==> src/rtl/serial_frame_pkg.sv <==
// serial_frame_pkg: shared types and constants for the serial frame receiver.
//   state_e        - receiver FSM states
//   DATA_W_DEFAULT - default data bits per frame
//   IDLE_LEVEL     - level of the idle serial line (and of the stop bit)
package serial_frame_pkg;

    localparam int unsigned DATA_W_DEFAULT = 8;
    localparam logic        IDLE_LEVEL     = 1'b1;

    typedef enum logic [2:0] {
        IDLE,
        DATA,
        PARITY,
        STOP,
        BREAK
    } state_e;

endpackage

==> src/rtl/sync_ff_chain.sv <==
// sync_ff_chain: multi-flop synchronizer for an asynchronous single-bit input.
// Every stage resets to the idle line level so no false start bit is seen
// while coming out of reset.
//   clk_i  - clock
//   rst_ni - asynchronous active-low reset
//   d_i    - asynchronous input
//   q_o    - synchronized output (last stage)
module sync_ff_chain
    import serial_frame_pkg::*;
#(
    parameter int unsigned STAGES = 2
) (
    input  logic clk_i,
    input  logic rst_ni,
    input  logic d_i,
    output logic q_o
);

    logic [STAGES-1:0] sync_q;

    always_ff @(posedge clk_i or negedge rst_ni) begin
        if (!rst_ni) begin
            sync_q <= {STAGES{IDLE_LEVEL}};
        end else begin
            sync_q <= {sync_q[STAGES-2:0], d_i};
        end
    end

    assign q_o = sync_q[STAGES-1];

endmodule

==> src/rtl/serial_frame_rx.sv <==
// serial_frame_rx: receiver for start/data/[parity]/stop frames sampled one
// bit per clock, with a single-word holding register and valid/ready output.
// Optional feature: define SERIAL_FRAME_RX_PARITY_EN to add an even-parity bit
// after the data bits; otherwise parity_err is tied 0.
//   clk        - clock
//   rst        - asynchronous active-low reset
//   sin        - asynchronous serial line, idles high
//   dout       - received word, LSB first on the line
//   dout_valid - dout holds an unconsumed word
//   dout_ready - consumer accepts dout when dout_valid is also high
//   frame_err  - one-cycle pulse, stop bit sampled low
//   parity_err - one-cycle pulse, parity mismatch
//   overrun    - one-cycle pulse, good frame dropped because dout was full
module serial_frame_rx
    import serial_frame_pkg::*;
#(
    parameter int unsigned DATA_W      = DATA_W_DEFAULT,
    parameter int unsigned SYNC_STAGES = 2
) (
    input  logic              clk,
    input  logic              rst,
    input  logic              sin,
    output logic [DATA_W-1:0] dout,
    output logic              dout_valid,
    input  logic              dout_ready,
    output logic              frame_err,
    output logic              parity_err,
    output logic              overrun
);

    localparam int unsigned          CNT_W    = $clog2(DATA_W);
    localparam logic [CNT_W-1:0]     CNT_LAST = CNT_W'(DATA_W - 1);

    logic s_bit;

    sync_ff_chain #(
        .STAGES (SYNC_STAGES)
    ) u_sync (
        .clk_i  (clk),
        .rst_ni (rst),
        .d_i    (sin),
        .q_o    (s_bit)
    );

    state_e            state_q;
    logic [CNT_W-1:0]  cnt_q;
    logic [DATA_W-1:0] shift_q;
    logic [DATA_W-1:0] dout_q;
    logic              dout_valid_q;
    logic              frame_err_q;
    logic              overrun_q;
    logic              parity_bad;
    logic              accept;

`ifdef SERIAL_FRAME_RX_PARITY_EN
    logic par_q;
    logic parity_err_q;
    // Even parity: data bits plus parity bit must XOR to zero.
    assign parity_bad = ^{shift_q, par_q};
`else
    assign parity_bad = 1'b0;
`endif

    assign accept = dout_valid_q & dout_ready;

    always_ff @(posedge clk or negedge rst) begin
        if (!rst) begin
            state_q      <= IDLE;
            cnt_q        <= '0;
            shift_q      <= '0;
            dout_q       <= '0;
            dout_valid_q <= 1'b0;
            frame_err_q  <= 1'b0;
            overrun_q    <= 1'b0;
`ifdef SERIAL_FRAME_RX_PARITY_EN
            par_q        <= 1'b0;
            parity_err_q <= 1'b0;
`endif
        end else begin
            frame_err_q <= 1'b0;
            overrun_q   <= 1'b0;
`ifdef SERIAL_FRAME_RX_PARITY_EN
            parity_err_q <= 1'b0;
`endif
            if (accept) begin
                dout_valid_q <= 1'b0;
            end

            case (state_q)
                IDLE: begin
                    if (s_bit != IDLE_LEVEL) begin
                        state_q <= DATA;
                        cnt_q   <= '0;
                    end
                end
                DATA: begin
                    // Right shift so the first bit received ends up in bit 0.
                    shift_q <= {s_bit, shift_q[DATA_W-1:1]};
                    if (cnt_q == CNT_LAST) begin
                        cnt_q <= '0;
`ifdef SERIAL_FRAME_RX_PARITY_EN
                        state_q <= PARITY;
`else
                        state_q <= STOP;
`endif
                    end else begin
                        cnt_q <= cnt_q + CNT_W'(1);
                    end
                end
`ifdef SERIAL_FRAME_RX_PARITY_EN
                PARITY: begin
                    par_q   <= s_bit;
                    state_q <= STOP;
                end
`endif
                STOP: begin
`ifdef SERIAL_FRAME_RX_PARITY_EN
                    parity_err_q <= parity_bad;
`endif
                    if (s_bit == IDLE_LEVEL) begin
                        state_q <= IDLE;
                        if (!parity_bad) begin
                            // An accept in this same cycle frees the register,
                            // so the new word replaces the old without overrun.
                            if (!dout_valid_q || accept) begin
                                dout_q       <= shift_q;
                                dout_valid_q <= 1'b1;
                            end else begin
                                overrun_q <= 1'b1;
                            end
                        end
                    end else begin
                        frame_err_q <= 1'b1;
                        state_q     <= BREAK;
                    end
                end
                BREAK: begin
                    if (s_bit == IDLE_LEVEL) begin
                        state_q <= IDLE;
                    end
                end
                default: state_q <= IDLE;
            endcase
        end
    end

    assign dout       = dout_q;
    assign dout_valid = dout_valid_q;
    assign frame_err  = frame_err_q;
    assign overrun    = overrun_q;
`ifdef SERIAL_FRAME_RX_PARITY_EN
    assign parity_err = parity_err_q;
`else
    assign parity_err = 1'b0;
`endif

endmodule

==> config.mk <==
export PLATFORM = sky130hd
export DESIGN_NAME = serial_frame_rx
export DESIGN_NICKNAME = d
export VERILOG_FILES = /design/src/rtl/serial_frame_pkg.sv /design/src/rtl/sync_ff_chain.sv /design/src/rtl/serial_frame_rx.sv
export SDC_FILE = /design/constraint.sdc
export NUM_CORES = 1
export LEC_CHECK = 0
export CORE_UTILIZATION = 45
export CTS_CLUSTER_DIAMETER = 150
export DETAILED_ROUTE_END_ITERATION = 16
export PLACE_DENSITY = 0.69
export SLEW_MARGIN = 10
export SYNTH_ARGS = -nofsm -noshare
export SYNTH_HDL_FRONTEND = slang
export SYNTH_SLANG_ARGS = --single-unit
export TNS_END_PERCENT = 5
==> constraint.sdc <==
create_clock -name clk -period 1.7 [get_ports clk]
set_clock_uncertainty 0.2 [all_clocks]
set_input_delay 0.34 -clock clk [delete_from_list [all_inputs] [get_ports clk]]
set_output_delay 0.34 -clock clk [all_outputs]
set_load 0.01 [all_outputs]
==> results summary, run 1 <==
The non-filler instance count after layout came out at 116. The I/O pin count is 16. Based on the critical path, the design can be clocked at up to 625 MHz. The depth of the CTS H-tree came out at 1. In the layout the commonest cells are 25 x sky130_fd_sc_hd__dfrtp_1, 15 x sky130_fd_sc_hd__mux2_4, 11 x sky130_fd_sc_hd__dlygate4sd2_1.

The summed instance area of the synthesized netlist is 1100 um^2. In the final routed layout, each cell accounts on average for 13.6 um. The worst path uses 94.1% of the clock period.

Setup repair after global routing left no endpoint under its margin. The core box area is 2250 um^2. The number of antenna violations at the first check in global routing was 0. The floorplan has 17 rows. Global routing used 15.0% of the available tracks across all layers.

The number of global-route vias before repair is 583. The setup path with the least slack is of type reg -> reg. The gate count of the mapped netlist came out at 68. No sink is reached through more buffers than the 2 on the longest clock path. The clock latency reported for the late side of the worst-skew pair came out at 320 ps.

The synthesized design spends more area on one cell type than any other, namely sky130_fd_sc_hd__dfrtp_1. Across all layers, the routed design uses 564 vias. The first global-routing pass estimated 2.85 mm of wire. The effective utilization at floorplan is 48.7%. For this run, the number of Yosys warnings is 0.

The post-synthesis sequential area ratio came out at 61.7%. The net count after synthesis came out at 74. The shortest clock period the worst path allows after layout is 1600 ps.

The data arrival at the endpoint of the critical path is 1620 ps. The area of the die is 2640 um^2. The run finished with clean final reports. The total congestion overflow is 0. The number of antenna diodes in the final layout is 0. The share of the synthesized area in the top cell type is 56.9%. Sorting the synthesized cells by area gives the leading types as sky130_fd_sc_hd__dfrtp_1 57%, sky130_fd_sc_hd__mux2_4 21%, sky130_fd_sc_hd__dfstp_2 4.8%. The reg-to-reg critical path endpoint is dout[5]$_DFFE_PN0P_. The pin count of the biggest net entering global routing is 28.

The reg-to-reg setup timing slack is 100 ps. The post-synthesis register bit count is 27. The quantity of I/O buffers inserted on ports came out at 14.

The number of max-slew violations in the final report is 0. After detailed placement, the total cell area comes to 1290 um^2. The area added between synthesis and finish came out at 19.4%. The required time at the endpoint of the critical path came out at 1720 ps. Power spread over the standard cell area amounts to 1760 nW/um^2. The detailed router's first-iteration violation count is 0. The total DRC errors in the routed layout came out at 0. The total wirelength of the detailed-routed design came out at 1.58 mm. At the end of the flow, the number of nets in the layout was 95.

TritonCTS built the clock tree. The startpoint class of the critical path is a flop. The post-synthesis share of cell area spent on and, or, nand and nor gates came out at 7.40%. Summing all non-filler instances in the final layout gives an area of 1310 um^2. The xor and xnor fraction of the mapped netlist area came out at 0%. The final count of negative-setup-slack endpoints is 0. The filler cells instantiated in the layout total 193. The total CTS buffers is 3. Yosys mapped the design onto 21 distinct sky130hd cell types.

The worst setup path is captured at a flop. The synthesized-area fraction occupied by ao, oa, aoi and oai cells came out at 3.30%. Cells with a size suffix above 1 make up 35.2% of the layout. The leading cell type in the layout, fill and taps excluded is sky130_fd_sc_hd__dfrtp_1.

On the final layout, the worst hold slack is 166 ps. The worst setup slack before clock tree synthesis is -172 ps. The half-perimeter wire length after placement is 1.12 mm.

The adder-cell area share of the yosys netlist came out at 2.28%. The length of the first detailed-routing pass in iterations came out at 1. The number of cells on the worst reg-to-reg path is 4. The number of max-cap violations is 0. The leakage power figure is 0.667 nW. The number of hold violations in the final report is 0. The placed instance count came out at 111. The start of the worst register-to-register path is u_sync.sync_q[1]$_DFF_PN1_.

The share of synthesized area spent on multiplexers is 21.5%. The clock slew at the register clock pins of the worst setup and hold paths is 150 ps. The largest family of logic cells by synthesized area is multiplexers. The maximum fanout along the worst path came out at 8. IR analysis of the VDD net gives a maximum drop of 1.05 mV. The final estimated routing congestion in global placement came out at 0.688. The min-delay analysis places its worst path in the category in -> async. The post-synthesis area per instance is 16.2 um^2. The via density per instance came out at 4.86. The count of nets left with antenna violations once routing finished came out at 0.

The worst path setup slack after routing came out at 100 ps. The y dimension of the die is 51.4 um. The width of the chip came out at 51.4 um. In this run the clock root is driven by a sky130_fd_sc_hd__clkbuf_4. For this run, the share of the core covered by cells in the final layout is 58.2%. The number of sinks on the clock net is 27.
-- timing repair --
action | in CTS | in global routing
setup endpoints to repair | 11 | 4
hold buffers | 0 | 0
hold endpoints to repair | 0 | 0
pin swaps | 0 | 0
gates resized for setup | 11 | 1
buffers inserted | 1 | 0
-- power by group --
| group | switching [mW] | total (mW) | internal, mW |
|---|---|---|---|
| logic | 0.333 | 0.945 | 0.612 |
| clock network | 0.184 | 0.276 | 0.0917 |
| registers | 0.178 | 1.08 | 0.903 |
-- worst max path at each step --
stage	end	startpoint	cells after the start
finish	dout[5]$_DFFE_PN0P_	u_sync.sync_q[1]$_DFF_PN1_	4
global route	cnt_q[2]$_DFFE_PN0P_	u_sync.sync_q[1]$_DFF_PN1_	4
CTS	dout[6]$_DFFE_PN0P_	u_sync.sync_q[1]$_DFF_PN1_	4
detailed placement	dout[3]$_DFFE_PN0P_	dout_ready	5
global placement	dout[5]$_DFFE_PN0P_	dout_ready	5
floorplan	dout[0]$_DFFE_PN0P_	u_sync.sync_q[1]$_DFF_PN1_	4
-- synth_stat cells --
master and number:
sky130_fd_sc_hd__nor2b_2 1, sky130_fd_sc_hd__mux2_4 15, sky130_fd_sc_hd__buf_6 2, sky130_fd_sc_hd__or3b_2 1, sky130_fd_sc_hd__dfstp_2 2, sky130_fd_sc_hd__and2_4 1
sky130_fd_sc_hd__mux2_2 1, sky130_fd_sc_hd__buf_4 1, sky130_fd_sc_hd__o21ai_0 1, sky130_fd_sc_hd__ha_1 2, sky130_fd_sc_hd__a22o_1 3, sky130_fd_sc_hd__nand2_1 1
sky130_fd_sc_hd__conb_1 1, sky130_fd_sc_hd__nand4b_2 1, sky130_fd_sc_hd__and3_2 1, sky130_fd_sc_hd__dfrtp_1 25, sky130_fd_sc_hd__a21oi_1 1, sky130_fd_sc_hd__nor2_1 4
sky130_fd_sc_hd__nand2b_1 1, sky130_fd_sc_hd__nand3b_1 1, sky130_fd_sc_hd__inv_1 2
-- routing by layer --
metal	wire length, um	GRT usage [%]
met5	0	0
met2	735	21.9
met1	793	21.7
met4	8	5.41
met3	45	3.57
-- final cells by class --
cell class	count	area, um^2	area share [%]
inverter	2	7.51	0.573
multi-input combinational	36	388	29.6
sequential	27	678	51.7
tap	28	35.0	2.67
timing repair buffer	19	176	13.5
clock buffer	4	26.3	2.00
-- stage by stage --
stage | TNS, ps | power [mW]
2_1_floorplan | 0 | 1.79
3_3_place_gp | -1110 | 2.06
3_5_place_dp | -1330 | 2.10
4_1_cts | 0 | 2.32
5_1_grt | 0 | 2.46
6_report | 0 | 2.30
-- kinds of logic after synthesis --
logic type / Yosys count
other: 1
DFF: 27
buffers and inverters: 5
muxes: 16
adders and majority gates: 2
AOI/OAI and AO/OA: 5
and+or+nand+nor: 12
-- flip-flops by register name, indices dropped and copies added (netlist names) --
register,count
shift_q,8
cnt_q,3
frame_err,1
dout_valid,1
u_sync.sync_q,2
state_q,3
dout,8
overrun,1
-- worst max-delay path, cell delays in order, from the launching register on --
cell and delay [ps]:
sky130_fd_sc_hd__dfstp_2 560, sky130_fd_sc_hd__nand4b_2 150, sky130_fd_sc_hd__nor2b_4 160, sky130_fd_sc_hd__buf_12 140, sky130_fd_sc_hd__mux2_4 300
Power figures use the tool's default switching activity.
==> inputs of run 2 (changes only) <==
--- a/config.mk
+++ b/config.mk
@@ -5,6 +5,7 @@
 export SDC_FILE = /design/constraint.sdc
 export NUM_CORES = 1
 export LEC_CHECK = 0
+export ABC_AREA = 1
 export CORE_UTILIZATION = 45
 export CTS_CLUSTER_DIAMETER = 150
 export DETAILED_ROUTE_END_ITERATION = 16
==> run 2 against run 1 <==
  * Largest power group unchanged
  * Hold slack got worse by 10 ps
  * Non-clock buffer count fell by 1
  * Global-route usage rose by 1.4 points
==> results summary, run 2 <==
Yosys attributes the largest share of cell area to sky130_fd_sc_hd__dfrtp_1 56%, sky130_fd_sc_hd__nand2_1 12%, sky130_fd_sc_hd__dfstp_2 4.7%. The half-perimeter wire length after placement is 1.31 mm (+17%). The count of flip-flops with a built-in enable after synthesis came out at 0 (unchanged). The number of warnings issued by yosys came out at 0 (unchanged). The gate count of the mapped netlist is 113 (+66%). sky130_fd_sc_hd__nand2_1 is the most common cell in the netlist.

The top achievable clock speed came to 647 MHz (+3.5%). The final worst-path cycle share is 90.9% (-3.2 points). The path class of the tightest hold or removal check is in -> async. The smallest hold slack is 156 ps (-9.99 ps). The startpoint class of the critical path is a flop.

The total negative setup slack is 0 ps (unchanged). The total CTS buffers is 3 (unchanged). The net count after synthesis came out at 119 (+61%). The wire length of the first global-routing pass came out at 3.28 mm (+15%). The post-synthesis sequential area ratio came to 60.4% (-1.3 points). Setup repair after global routing left no endpoint under its margin. The number of sinks on the clock net came to 27 (unchanged).

The all-layer global routing usage is 16.4% (+1.4 points). The effective utilization at floorplan came out at 49.3% (+0.59 points). The floorplan row count is 17 (unchanged).

The area of the die came out at 2700 um^2 (+2.1%). The largest voltage drop on the vdd net is 0.919 mV (-13%). The clock slew at the register clock pins of the worst setup and hold paths came out at 140 ps (about the same). The clock latency reported for the late side of the worst-skew pair came to 320 ps (about the same). The clock root buffer is sky130_fd_sc_hd__clkbuf_4.

The reg-to-reg setup timing slack came out at 230 ps (+130 ps). The data arrival at the endpoint of the critical path is 1010 ps (-610 ps). Counting instances in the post-synthesis netlist gives the leading cell types as 35 x sky130_fd_sc_hd__nand2_1, 25 x sky130_fd_sc_hd__dfrtp_1, 8 x sky130_fd_sc_hd__inv_1, 8 x sky130_fd_sc_hd__nand4_1, 6 x sky130_fd_sc_hd__nor2_1. The signal on the critical path passes through dlygate4sd2_1. The number of max-cap violations is 0 (unchanged).

The number of instances resized during post-cts repair came out at 11 (unchanged). The setup fix buffers added after clock tree synthesis came out at 0 (-1). The most common flop cell mapped by yosys is sky130_fd_sc_hd__dfrtp_1.

In the layout the commonest cells are 35 x sky130_fd_sc_hd__nand2_1, 25 x sky130_fd_sc_hd__dfrtp_1, 11 x sky130_fd_sc_hd__dlygate4sd2_1. The total DRC errors in the routed layout came out at 0 (unchanged). The number of hold violations in the final report came to 0 (unchanged). The number of antenna violations at the first check in global routing came to 0 (unchanged).

The final estimated routing congestion in global placement is 0.751 (+9.2%). The proportion of layout cells with a drive suffix above 1 was 14.0% (-21 points). The flow ran to the end, and the final reports show no timing, DRC or antenna violations. The kind of capture point of the worst setup path is an output pin. The via density per instance came out at 5.07 (+4.3%). The post-synthesis register bit count is 27 (unchanged). The total congestion overflow is 0 (unchanged). The count of antenna diodes in the layout is 0 (unchanged). The routed wire length per instance came out at 11.7 um (-14%). The count of antenna-violating nets left after detailed routing is 0 (unchanged). The power per cell area came to 1650 nW/um^2 (-6.0%). The total of fill cells in the finished design came out at 207 (+7.3%). The I/O pin count came out at 16 (unchanged).

Tracing the worst setup path back leads to its startpoint at dout[2]$_DFFE_PN0P_. The critical path is of the reg -> out type. The clock tree buffer depth came out at 2 (unchanged). The depth of the CTS H-tree came out at 1 (unchanged). The required time at the endpoint of the critical path came out at 1160 ps (-560 ps). The post-synthesis area per instance was 9.93 um^2 (-39%). The summed instance area of the synthesized netlist is 1120 um^2 (+2.2%). The shortest clock period the worst path allows after layout came out at 1550 ps (-54.3 ps). The total wirelength of the detailed-routed design came out at 1.84 mm (+16%). The worst setup slack before clock tree synthesis came out at 106 ps (+278 ps).

The maximum cell stage delay along the critical path is 410 ps (-150 ps). The leakage power figure came to 0.701 nW (+5.0%). The y dimension of the die came out at 51.9 um (+1.0%). The total via count after detailed routing came out at 796 (+41%).

The number of distinct standard cells referenced by the synthesized netlist came out at 21 (unchanged). The largest total area in the synthesized netlist belongs to sky130_fd_sc_hd__dfrtp_1. Broken down by cell family, the worst path's largest delay share belongs to flip-flops. The core box area came out at 2280 um^2 (+0.94%).

The non-filler instance count after layout is 157 (+35%). The number of buffers inserted for hold repair after clock tree synthesis is 0 (unchanged). The multi-input gate area in the final layout is 367 um^2 (-5.5%). The number of max-slew violations in the final report came out at 0 (unchanged). The area growth from synthesis to layout is 16.4%.

Among all stages on the critical path, the largest delay is contributed by sky130_fd_sc_hd__dfrtp_1. The pin count of the biggest net entering global routing came out at 28 (unchanged). The share of flip-flops with an asynchronous set or reset after synthesis was 100% (unchanged). The leading cell type in the layout, fill and taps excluded is sky130_fd_sc_hd__nand2_1. The start of the worst register-to-register path is state_q[0]$_DFFE_PN0P_. The storage element area is 678 um^2 (unchanged). The number of global-route vias before repair is 778 (+33%). The width of the chip came to 51.9 um (+1.0%). The detailed router's first-iteration violation count came out at 18 (+18). The length of the first detailed-routing pass in iterations is 4 (+3). The CTS tree is yes. The final count of negative-setup-slack endpoints came out at 0 (unchanged).

The maximum fanout along the worst path is 2 (-6). The share of the synthesized area in the top cell type came out at 55.7% (-1.2 points). The sum of buffers and inverters on the critical path is 1 (unchanged).

The worst path setup slack after routing is 154 ps (+54.3 ps). The placed instance count came to 153 (+38%). The quantity of I/O buffers inserted on ports came out at 14 (unchanged).

The net count of the finished layout came out at 136 (+43%).
-- run 2: per-layer routing --
layer	up-vias	track usage (%)	part of all wire, %
li1	391	-	-
met1	390	21.5	48
met2	13	26.9	48
met3	2	2.63	3.3
met4	0	6.76	0.54
met5	-	0	0
-- run 2: layout make-up --
type                       count  share of cell area [%]
multi-input combinational     72                    28.1
clock inverter                 1                   0.383
inverter                       8                    2.30
timing repair buffer          18                    12.9
clock buffer                   3                    1.72
sequential                    27                    51.9
tap                           28                    2.68
-- run 2: metrics by stage --
step | power [mW] | instance area [um^2] | utilization, %
global route | 2.35 | 1310 | 57.4
CTS | 2.19 | 1310 | 57.4
global placement | 1.94 | 1290 | 56.8
finish | 2.15 | 1310 | 57.4
detailed placement | 1.98 | 1290 | 56.8
floorplan | 1.69 | 1120 | -
-- run 2: kinds of logic (layout without fill, tap and decap cells) --
kind of cell | after synthesis | count (layout) | synth area share (%)
buffers and inverters | 14 | 30 | 6.91
other | 1 | 1 | 0.334
AND/OR/NAND/NOR | 60 | 60 | 25.1
flip-flops | 27 | 27 | 60.4
AO/OA/AOI/OAI | 9 | 9 | 5.02
adder cells (fa/ha/maj) | 2 | 2 | 2.23
-- run 2: report_power, final --
part           internal, mW  total [mW]  switching, mW
Sequential            0.898        1.08          0.186
Clock                0.0880       0.269          0.181
Combinational         0.333       0.801          0.468
-- run 2: path summary, 6_finish.rpt --
check                                              to  cells after the start
hold / removal                 shift_q[7]$_DFFE_PN0N_                      2
max in group asynchronous  u_sync.sync_q[1]$_DFF_PN1_                      2
hold reg to reg            u_sync.sync_q[1]$_DFF_PN1_                      0
setup / recovery                              dout[2]                      1
min in group clk           u_sync.sync_q[1]$_DFF_PN1_                      0
setup reg to reg                  dout[1]$_DFFE_PN0P_                      5
==> inputs of run 3 (changes only) <==
--- a/config.mk
+++ b/config.mk
@@ -6,11 +6,11 @@
 export NUM_CORES = 1
 export LEC_CHECK = 0
 export ABC_AREA = 1
+export CORE_MARGIN = 2
 export CORE_UTILIZATION = 45
 export CTS_CLUSTER_DIAMETER = 150
 export DETAILED_ROUTE_END_ITERATION = 16
 export PLACE_DENSITY = 0.69
-export SLEW_MARGIN = 10
 export SYNTH_ARGS = -nofsm -noshare
 export SYNTH_HDL_FRONTEND = slang
 export SYNTH_SLANG_ARGS = --single-unit
==> run 3 against run 2 <==
  * Design area is 0.67% higher
  * Die area is 7.8% higher
  * Non-clock buffer count is 1 higher
  * Wire length is 4.9% lower
  * Largest power group unchanged
==> results summary, run 3 (synthesis gave the netlist of run 2 again) <==
The final estimated routing congestion in global placement is 0.706 (-6.0%). The area added between synthesis and finish came out at 17.2%. The floorplan row count is 18 (+1). The data arrival at the endpoint of the critical path is 1000 ps (about the same). The placed instance count was 156 (+2.0%). The total DRC errors in the routed layout came out at 0 (unchanged).

The wire length of the first global-routing pass came out at 3.01 mm (-8.2%). The largest voltage drop on the vdd net came out at 0.893 mV (-2.8%). The number of max-cap violations is 0 (unchanged). The top achievable clock speed was 648 MHz (+0.13%).

The min-delay analysis places its worst path in the category in -> async. The number of max-slew violations in the final report came to 0 (unchanged). The leakage power figure was 0.703 nW (+0.28%). The maximum cell stage delay along the critical path came out at 410 ps (about the same).

The setup fix buffers added after clock tree synthesis came to 0 (unchanged). The library cell used most frequently in the layout, excluding fill and tap cells, is sky130_fd_sc_hd__nand2_1. The reg-to-reg setup timing slack came out at 330 ps (+100 ps). The root buffer cell chosen for the clock tree is sky130_fd_sc_hd__clkbuf_4. The total CTS buffers is 3 (unchanged).

The core box area is 2410 um^2 (+5.9%). The length of the first detailed-routing pass in iterations came out at 4 (unchanged). The end-of-flow core utilization came out at 54.6% (-2.8 points).

The clock power share came to 12.4% (about the same). The number of global-route vias before repair is 694 (-11%). The area of the die is 2910 um^2 (+7.8%). The total via count after detailed routing was 769 (-3.4%).

The routed wire length per instance is 10.9 um (-6.7%). The startpoint class of the critical path is a flop. The number of hold violations in the final report is 0 (unchanged). The startpoint identified for the worst register-to-register timing path is cnt_q[0]$_DFFE_PN0P_.

The net switching component of the power was 0.822 mW (-1.6%). The total negative setup slack came out at 0 ps (unchanged). The half-perimeter wire length after placement was 1.28 mm (-2.3%). The count of antenna-violating nets left after detailed routing was 0 (unchanged). The clock latency reported for the late side of the worst-skew pair came out at 320 ps (about the same). The cell-internal power is 1.34 mW (+1.5%). The total chip power came to 2.16 mW (+0.29%). TritonCTS built the clock tree. The number of antenna violations at the first check in global routing is 0 (unchanged). The final count of negative-setup-slack endpoints came to 0 (unchanged). The count of antenna diodes in the layout came out at 0 (unchanged). The clock slew at the register clock pins of the worst setup and hold paths came out at 130 ps (about the same). The switching part of the total came to 38.0% (-0.72 points). The required time at the endpoint of the critical path is 1160 ps (about the same). The quantity of I/O buffers inserted on ports is 14 (unchanged). The number of sinks on the clock net was 27 (unchanged).

The non-filler instance count after layout is 160 (+1.9%). The total wirelength of the detailed-routed design came out at 1.75 mm (-4.9%). The pin count of the biggest net entering global routing was 28 (unchanged). The net count of the finished layout is 137 (+0.74%).

The via density per instance is 4.81 (-5.2%). The y dimension of the die is 53.9 um (+3.9%). The effective utilization at floorplan came to 46.6% (-2.7 points). The final worst-path cycle share came to 90.8% (-0.12 points). The smallest hold slack came out at 155 ps (-1.14 ps). The number of instances resized during post-cts repair came to 11 (unchanged). The sum of buffers and inverters on the critical path is 1 (unchanged). The top cell types in the final layout, fill and taps aside, are 35 x sky130_fd_sc_hd__nand2_1, 25 x sky130_fd_sc_hd__dfrtp_1, 11 x sky130_fd_sc_hd__dlygate4sd2_1. The power per cell area is 1640 nW/um^2 (-0.37%).

The run finished with clean final reports. The worst path setup slack after routing is 156 ps (+2.02 ps). The portion of total power attributed to sequential cells came out at 48.7% (-1.6 points). STA classifies the critical path endpoint as an output pin. The I/O pin count came out at 16 (unchanged). Setup repair after global routing left no endpoint under its margin. The all-layer global routing usage was 14.5% (-2.0 points). The width of the chip came out at 53.9 um (+3.9%). The total of fill cells in the finished design came out at 230 (+11%). The final instance area is 1320 um^2 (+0.67%). The signal on the critical path passes through dlygate4sd2_1. The number of buffers inserted for hold repair after clock tree synthesis came to 0 (unchanged). The maximum fanout along the worst path was 2 (unchanged). The proportion of layout cells with a drive suffix above 1 was 13.8% (-0.11 points). The clock tree buffer depth came out at 2 (unchanged). The worst setup slack before clock tree synthesis was 95.7 ps (-10.5 ps).

The start-to-end type of the worst setup path is reg -> out. The total congestion overflow is 0 (unchanged). The multi-input gate area in the final layout is 367 um^2 (unchanged). The depth of the CTS H-tree is 1 (unchanged). The detailed router's first-iteration violation count is 18 (unchanged). The instance area after placement came to 1300 um^2 (+0.77%). Tracing the worst setup path back leads to its startpoint at dout[5]$_DFFE_PN0P_.

The shortest clock period the worst path allows after layout came out at 1540 ps (-2.02 ps). On the critical path, the stage with the largest delay is an instance of sky130_fd_sc_hd__dfrtp_1. The storage element area is 678 um^2 (unchanged). The cell family with the largest share of critical-path delay is flip-flops. The portion of total power attributed to combinational logic came out at 39.0% (+1.8 points).
-- run 3: final cells by class --
class	instances	area share, %
clock buffers	4	2.00
inverters	8	2.28
multi-input cells	72	27.9
flip-flops and latches	27	51.6
well taps	30	2.85
repair buffers	19	13.4
-- run 3: worst paths after layout --
| kind | end | cells past startpoint |
|---|---|---|
| min in group clk | u_sync.sync_q[1]$_DFF_PN1_ | 0 |
| min | dout_valid$_DFF_PN0_ | 2 |
| max | dout[5] | 1 |
| max reg2reg | cnt_q[0]$_DFFE_PN0P_ | 4 |
| min reg2reg | u_sync.sync_q[1]$_DFF_PN1_ | 0 |
| max in group asynchronous | u_sync.sync_q[1]$_DFF_PN1_ | 2 |
-- run 3: power by group through the flow --
stage	registers (mW)	logic, mW	clock network, mW
2_1_floorplan	1.09	0.601	0
3_3_place_gp	1.06	0.897	0
3_5_place_dp	1.07	0.924	0
4_1_cts	1.05	0.856	0.282
5_1_grt	1.08	0.971	0.306
6_report	1.05	0.842	0.268
-- run 3: routing by layer --
metal	part of all wire, %	global-route usage [%]	wire (um)
met3	3.8	2.50	67
met5	0	0	0
met1	51	19.5	891
met2	43	22.2	760
met4	1.8	7.69	31
